===== src/rtl/mod_check_serial.sv =====
// mod_check_serial: streaming word-mod-DIVISOR reducer, MSB-first, BPC bits per cycle over valid/ready
module mod_check_serial #(
  parameter int DATA_W = 32,
  parameter int DIVISOR = 3,
  parameter int BPC = 1,
  localparam int RW = $clog2(DIVISOR),
  localparam int N = DATA_W / BPC,
  localparam int CW = $clog2(N + 1)
) (
  input  logic              clk,
  input  logic              rst_n,
  input  logic              in_valid,
  output logic              in_ready,
  input  logic [DATA_W-1:0] in_data,
  output logic              out_valid,
  input  logic              out_ready,
  output logic [RW-1:0]     remainder,
  output logic              divisible,
  output logic              busy
);
  if (BPC < 1 || DIVISOR < 2 || DATA_W % BPC != 0) begin : g_bad_params
    $error("mod_check_serial: illegal DATA_W/DIVISOR/BPC combination");
  end
  localparam logic [RW:0] D = (RW + 1)'(DIVISOR);
  typedef enum logic [1:0] {IDLE, RUN, DONE} state_t;
  state_t            st_q, st_d;
  logic [DATA_W-1:0] sh_q, sh_d;
  logic [RW-1:0]     res_q, res_d, r_nx;
  logic [CW-1:0]     cnt_q, cnt_d;
  logic              div_q, div_d;
  logic [RW:0]       t;
  // {r, b} is 2r+b; one conditional subtract keeps r below DIVISOR
  always_comb begin
    r_nx = res_q;
    t = '0;
    for (int i = 0; i < BPC; i++) begin
      t = {r_nx, sh_q[DATA_W-1-i]};
      r_nx = RW'(t >= D ? t - D : t);
    end
  end
  always_comb begin
    st_d = st_q;
    sh_d = sh_q;
    res_d = res_q;
    cnt_d = cnt_q;
    div_d = div_q;
    case (st_q)
      IDLE: if (in_valid) begin
        st_d = RUN;
        sh_d = in_data;
        res_d = '0;
        cnt_d = CW'(N);
        div_d = 1'b0;
      end
      RUN: begin
        sh_d = sh_q << BPC;
        res_d = r_nx;
        cnt_d = cnt_q - CW'(1);
        st_d = cnt_q == CW'(1) ? DONE : RUN;
        div_d = r_nx == '0;
      end
      DONE: st_d = out_ready ? IDLE : DONE;
      default: st_d = IDLE;
    endcase
  end
  always_ff @(posedge clk or negedge rst_n) begin
    if (!rst_n) begin
      st_q <= IDLE;
      sh_q <= '0;
      res_q <= '0;
      cnt_q <= '0;
      div_q <= 1'b0;
    end else begin
      st_q <= st_d;
      sh_q <= sh_d;
      res_q <= res_d;
      cnt_q <= cnt_d;
      div_q <= div_d;
    end
  end
  assign in_ready = st_q == IDLE;
  assign out_valid = st_q == DONE;
  assign busy = st_q != IDLE;
  assign remainder = res_q;
  assign divisible = div_q;
endmodule


===== config.mk =====
export PLATFORM = sky130hd
export DESIGN_NAME = mod_check_serial
export DESIGN_NICKNAME = d
export VERILOG_FILES = /design/src/rtl/mod_check_serial.sv
export SDC_FILE = /design/constraint.sdc
export NUM_CORES = 1
export LEC_CHECK = 0
export BUFFER_PORTS_ARGS = -buffer_cell sky130_fd_sc_hd__buf_2
export CORE_MARGIN = 3
export CORE_UTILIZATION = 25
export DETAILED_ROUTE_END_ITERATION = 10
export MAX_ROUTING_LAYER = met4
export PLACE_DENSITY = 0.41
export SYNTH_ARGS = -nofsm -noshare
export SYNTH_HDL_FRONTEND = slang
export SYNTH_SLANG_ARGS = --single-unit

===== constraint.sdc =====
create_clock -name clk -period 1.7 [get_ports clk]
set_input_delay 0.34 -clock clk [delete_from_list [all_inputs] [get_ports clk]]
set_output_delay 0.34 -clock clk [all_outputs]
set_load 0.005 [all_outputs]

# After elaboration in Yosys (flattened, before gate mapping)
# Cells that the tools add are included.
[totals]
n_memories = 0
ff_bits = 43
input_bits = 36
mem_bits_rw = 0
mem_bits_ro = 0
latch_bits = 0
[op_classes]
multipliers = 0
div_mod_pow = 0
magnitude_cmp = 1
add_sub_neg = 2
mux = 13
n_eq_ne = 4
reduce_logical = 5
shifts = 0
bitwise_logic = 0
[op_table]
columns = ["cell", "n"]
rows = [
  ["case mux 32 bit (2 select lines)", 1],
  ["two-way mux 32 bit", 1],
  ["case mux 6 bit (2 select lines)", 1],
  ["two-way mux 2 bit", 5],
  ["equality test 6 x 1 -> 1 bit, second input constant", 1],
  ["two-way mux 6 bit", 1],
  ["case mux 2 bit (3 select lines)", 1],
  ["subtractor 6 x 1 -> 6 bit, second input constant", 1],
  ["logical NOT 2 bit", 2],
  ["case mux 2 bit (2 select lines)", 1],
  ["nonzero test 2 bit", 2],
  [">= comparator 3 x 2 -> 1 bit, second input constant", 1],
  ["equality test 2 x 1 -> 1 bit, second input constant", 1],
  ["equality test 2 bit, second input constant", 1],
  ["!= test 2 bit, second input constant", 1],
  ["case mux 1 bit (2 select lines)", 1],
  ["AND reduction 2 bit", 1],
  ["subtractor 2 bit, second input constant", 1],
  ["two-way mux 1 bit", 1],
]

# Logic depth before layout (Yosys ltp)
# Gate-level depths: netlist (run 1).
[depth]
word_depth = 4
mapped_depth = 5
mapped_depth_nobuf = 5

# Worst setup path after synthesis (run 1)
# No wires, ideal clock.
[synth_timing]
path_type = "reg-to-reg"
from = "reg cnt_q[3]"
to = "reg cnt_q[5]"
setup_slack_ns = 0.226
required_ns = 1.574
path_buffers = 0
arrival_time_ns = 1.349
stages_incl_launch_ff = 4
path_cell_list = "dfrtp_1 > or3_4 > or3_1 > o311a_1"
[synth_between]
elab_chain_cells = 2
[synth_lines]
columns = ["item", "line_no", "source"]
rows = [
  ["start, declared", "29", "logic [CW-1:0] cnt_q, cnt_d;"],
  ["start signal, assigned", "77", "cnt_q <= cnt_d;"],
  ["subtractor 6 x 1 -> 6 bit", "58", "cnt_d = cnt_q - CW'(1);"],
  ["case mux 6 bit (2 select lines)", "47", "case (st_q)"],
]
# Every way passes these cells.
# A chain may end at the register's enable or synchronous reset.

# Final worst setup path (run 1)
[layout_timing]
from = "reg st_q[0]"
to = "out busy"
[layout_between]
elab_chain_cells = 1
[layout_lines]
columns = ["item", "line_no", "source"]
rows = [
  ["start, declared", "26", "state_t st_q, st_d;"],
  ["start signal, assigned", "74", "st_q <= st_d;"],
  ["nonzero test 2 bit", "83", "assign busy = st_q != IDLE;"],
  ["end, declared", "19", "output logic busy"],
]
# Every way passes these cells.

==> results.ini, run 1 <==
[status]
outcome = complete, no violations

[logic_synthesis]
synth_enable_flop_cells = 0
synth_flop_cell = dfrtp_1
syn_inst = 238
synth.avg_cell_area_sq_um = 9.38
yosys.cell_count.top_type = dfrtp_1
synthArstFlopShare = 1.00
ys_ff_latch = 43
synth.top_cells.by_count = dfrtp_1 (43), o21ai_0 (37), nor2b_1 (35), a21oi_1 (32), a22oi_1 (31)
netlist_area_sq_um = 2230
synth_warnings = 0
synth.net_count = 277
synth_top_cell_by_area = dfrtp_1
synth_top_area_share = 0.482
synth_cell_types = 30
yosysSeqAreaShare = 0.482
synthTopCellsByArea = dfrtp_1 (48%), a22oi_1 (10%), nor2b_1 (9.8%)

[timing]
fmax_ghz = 0.629
slew_viol_final = 0
timing_hold_violations_final = 0
worst_slack_ns = 0.109
tightest_slew_ns = 0.358
finalCriticalPeriod_ns = 1.59
fin_crit_sh = 0.936
rsz0062_at_grt = no
maxSlewHeadroom = 0.761
worst_clock_skew_ns = 0.00703
setup_viol = 0
tns_ns = 0

[clock_tree]
cts_buffers = 5
worstSkewPairLatency_ns = 0.29
ctsLongestPathBuffers = 2
clk_pin_slew_ns = 0.08
cts_sinks = 43
cts_tree = yes
htree_levels = 2
hold_buffers = 0
clock-root-buffer = clkbuf_8

[setup_path]
path_class = reg -> out
crit_start = st_q[0]$_DFFE_PN0P_
r2r.worst_path.cells = 3
timing.rr.start = cnt_q[3]$_DFFE_PN0P_
worst_setup_path_start_kind = flop
ff2ff_setup_slack_ns = 0.16
r2r_end = cnt_q[5]$_DFFE_PN0P_
required_ns = 1.36
worstPathArrival_ns = 1.25
cp-end-kind = output port
max_stage_delay_ns = 0.45
crit_path_max_fanout = 16
crit_chain = buf_4 > nor2_1 > inv_1 > buf_2
slowest_stage = dfrtp_2

[detailed_routing]
first_pass_iters = 5
vias = 1931
drt-initial-drc-count = 118
vias_per_cell = 5.02
wl_per_cell_microns = 15.2
ant_nets = 0
drt_wl_total_mm = 5.84
drc = 0

[layout]
nets = 318
final_core_util = 0.320
n_antenna_cell = 0
drive_gt1_frac = 0.236
synthToLayoutAreaGrowth_pct = 20.7

[die]
initial_core_util = 0.265
die_h_microns = 100
core-area_sq_um = 8420
io_pins = 42
die_x_microns = 100
num_rows = 33
die_area_sq_um = 10100

[min_path]
hold_path.class = in -> async

[grt]
first_global_vias = 1909
grt_pass1_wl_mm = 9.92
grt_util_all_layers = 0.127
antenna_found_initial = 0
grt_max_degree = 44
grt_overflow = 0

[placement]
port_buffers = 41
dp.final_hpwl_mm = 3.71
place.gp.congestion = 0.799
pre_cts_ws_ns = 0.187

[pwr]
p_per_area_nw_per_um2 = 1550
power.leakage_nw = 1.17
totalPowerFinal_mw = 4.19
peakVddDrop_mv = 0.404

[job]
maxCapViolations = 0

## final cells by class
type	count	area, sq um
clock buffers	7	76.3
clock inverters	1	5.00
fillers	923	5730
inverters	6	22.5
multi-input cells	171	1070
flip-flops and latches	43	1080
well taps	105	131
repair buffers	52	313
## placed cells by master (no fill, tap or decap), drive strengths merged
cell / count
inv: 6
nand3: 1
dfrtp: 43
or3: 3
ha: 3
o311a: 1
or3b: 1
mux2i: 2
clkinv: 1
o21ai: 37
buf: 52
o221a: 1
o22a: 1
nor3: 1
o311ai: 2
nor3b: 1
clkbuf: 7
nor2: 2
nand3b: 1
nor2b: 35
o21bai: 1
a22oi: 31
a22o: 2
nand2: 7
a21oi: 32
a31oi: 1
nand2b: 2
o21ba: 1
nor4: 1
o41ai: 1
## power breakdown
part           switching [mW]  internal [mW]
Clock                   0.360          0.289
Sequential              0.379           1.47
Combinational           0.878          0.810
## how the worst max path moves through the flow
stage | to | slack (ns) | depth (start not counted)
6_report | busy | 0.11 | 4
5_1_grt | busy | 0.009 | 4
4_1_cts | out_valid | 0.02 | 3
3_5_place_dp | cnt_q[5]$_DFFE_PN0P_ | 0.19 | 3
3_3_place_gp | cnt_q[5]$_DFFE_PN0P_ | 0.19 | 3
2_1_floorplan | cnt_q[5]$_DFFE_PN0P_ | 0.23 | 3
## metal layers
metal,GRT usage,vias up,wire length (microns)
li1,-,953,-
met1,0.181,935,2900
met2,0.184,38,2660
met3,0.0277,5,236
met4,0.0311,0,40
met5,-,-,0
## flip-flops by register name, summed over array words and instances (netlist names)
signal / cells
st_q: 2
cnt_q: 6
sh_q: 32
remainder: 2
divisible: 1
## kinds of logic (layout without fill, tap and decap cells)
family / count (synthesis) / count (layout) / synth area share
muxes: 2 / 2 / 0.00897
AOI/OAI and AO/OA: 111 / 111 / 0.303
adders and majority gates: 3 / 3 / 0.0168
and+or+nand+nor: 55 / 55 / 0.147
DFF: 43 / 43 / 0.482
buffers and inverters: 24 / 66 / 0.0420
## timing repair
item	4_1_cts	5_1_grt
buffers inserted	0	0
resized for setup	0	2
endpoints found under the setup margin	0	2
## per-stage QoR
stage               instances  hold slack [ns]  area [sq um]
floorplan                 238           0.0444          2230
global placement          377            0.346          2610
detailed placement        377            0.349          2610
CTS                       385           0.0215          2690
global route              385           0.0182          2700
finish                    385          0.00997          2700
## critical path, delay by kind of cell, from the launching register on
family | cells | cell delay [ns]
buffers and inverters | 3 | 0.38
and+or+nand+nor | 1 | 0.14
DFF | 1 | 0.45
No activity file was read; power rests on OpenSTA's default activity.
==> inputs of run 2 (changes only) <==
- CORE_UTILIZATION: 25 -> 37
- GPL_ROUTABILITY_DRIVEN: not set -> 0
- PLACE_DENSITY: 0.41 -> 0.56
==> run 2 against run 1 <==
Clock skew rose by 0.0056 ns. Via count fell by 2.0%. Highest routed layer unchanged. Non-clock buffer count fell by 1. Total power rose by 2.7%.
==> results.ini, run 2 (same netlist as run 1, synthesis figures left out) <==
[die]
die_area_sq_um = 7000
num_rows = 27
core-area_sq_um = 5680
io_pins = 42
initial_core_util = 0.393
die_x_microns = 83.7
die_h_microns = 83.7

[grt]
grt_overflow = 0
grt_max_degree = 32
grt_util_all_layers = 0.161
antenna_found_initial = 0
first_global_vias = 1884
grt_pass1_wl_mm = 9.06

[layout]
largest_reg_flops = 32
final_core_util = 0.468
synthToLayoutAreaGrowth_pct = 19.0
multiInputGateArea_sq_um = 1070
layout_commonest_cell = dfrtp_1
fill_cells = 571
final_cell_mix = dfrtp_1 (43), buf_2 (41), o21ai_0 (37)
n_antenna_cell = 0
nets = 317
regArea_sq_um = 1080
reg.largest.list = sh_q x32, cnt_q x6
top_register = sh_q
drive_gt1_frac = 0.227

[placement]
dp.final_hpwl_mm = 3.51
port_buffers = 41

[clock_tree]
ctsLongestPathBuffers = 2
hold_buffers = 0
worstSkewPairLatency_ns = 0.29
post_cts_buffers = 0
clock-root-buffer = clkbuf_8
cts_sinks = 43
clk_pin_slew_ns = 0.09
htree_levels = 2
cts_tree = yes
cts_buffers = 5

[timing]
fmax_ghz = 0.618
tightest_slew_ns = 0.507
slew_viol_final = 0
setup_viol = 0
finalCriticalPeriod_ns = 1.62
worst_clock_skew_ns = 0.0126
hold-worst-slack_ns = 0.00152
fin_crit_sh = 0.952
maxSlewHeadroom = 0.662
tns_ns = 0
rsz0062_at_grt = no
timing_hold_violations_final = 0

[pwr]
totalPowerFinal_mw = 4.30
p_per_area_nw_per_um2 = 1620
peakVddDrop_mv = 0.654
power.leakage_nw = 1.18

[setup_path]
ff2ff_setup_slack_ns = 0.19
worst_setup_path_start_kind = flop
worstPathArrival_ns = 1.28
cp-end-kind = output port
required_ns = 1.36
crit_path_max_fanout = 12
path_class = reg -> out

[job]
maxCapViolations = 0

[detailed_routing]
drt_wl_total_mm = 5.35
vias = 1893
first_pass_iters = 4
drc = 0
wl_per_cell_microns = 15.3
vias_per_cell = 5.41
drt-initial-drc-count = 197
ant_nets = 0

[status]
outcome = complete, no violations

[min_path]
hold_path.class = in -> async

run 2: power breakdown:
group / switching (mW) / internal [mW] / total (mW)
registers: 0.369 / 1.47 / 1.84
logic: 0.871 / 0.820 / 1.69
clock network: 0.339 / 0.431 / 0.770
total: 1.58 / 2.72 / 4.30
run 2: path summary, 6_finish.rpt:
check	from	end	depth (start not counted)
min in group clk	in_data[30]	sh_q[30]$_DFFE_PN0P_	3
max	st_q[1]$_DFFE_PN0P_	out_valid	2
min reg2reg	cnt_q[4]$_DFFE_PN0P_	cnt_q[4]$_DFFE_PN0P_	1
max reg2reg	cnt_q[2]$_DFFE_PN0P_	cnt_q[5]$_DFFE_PN0P_	3
max in group asynchronous	rst_n	sh_q[14]$_DFFE_PN0P_	2
min	rst_n	remainder[0]$_DFFE_PN0P_	1
run 2: worst max-delay path: stages, from the launching register on:
cell and delay, ns:
dfrtp_1 0.59, nor2b_1 0.25, buf_2 0.15
run 2: what timing repair did:
| action | in CTS | in global routing |
|---|---|---|
| endpoints found under the setup margin | 0 | 10 |
| gates resized for setup | 0 | 1 |
| hold endpoints to repair | 0 | 0 |
run 2: per-stage QoR:
step / setup WS [ns] / area, sq um / instances
3_5_place_dp: 0.140 / 2550 / 343
6_report: 0.0813 / 2660 / 350
2_1_floorplan: 0.226 / 2230 / 238
3_3_place_gp: 0.184 / 2550 / 343
5_1_grt: 0.0105 / 2660 / 350
4_1_cts: 0.101 / 2650 / 350
run 2: metal layers:
metal,track usage,vias to the layer above,share of wire
met2,0.247,38,0.48
met5,-,-,0
li1,-,944,-
met1,0.213,905,0.47
met4,0.0541,0,0.0092
met3,0.0316,6,0.041
run 2: layout make-up:
class / instances / share of cell area
Sequential cell: 43 / 0.405
Multi-Input combinational cell: 171 / 0.404
Timing Repair Buffer: 51 / 0.110
Tap cell: 72 / 0.0339
Clock buffer: 6 / 0.0273
Clock inverter: 1 / 0.0113
Inverter: 6 / 0.00848
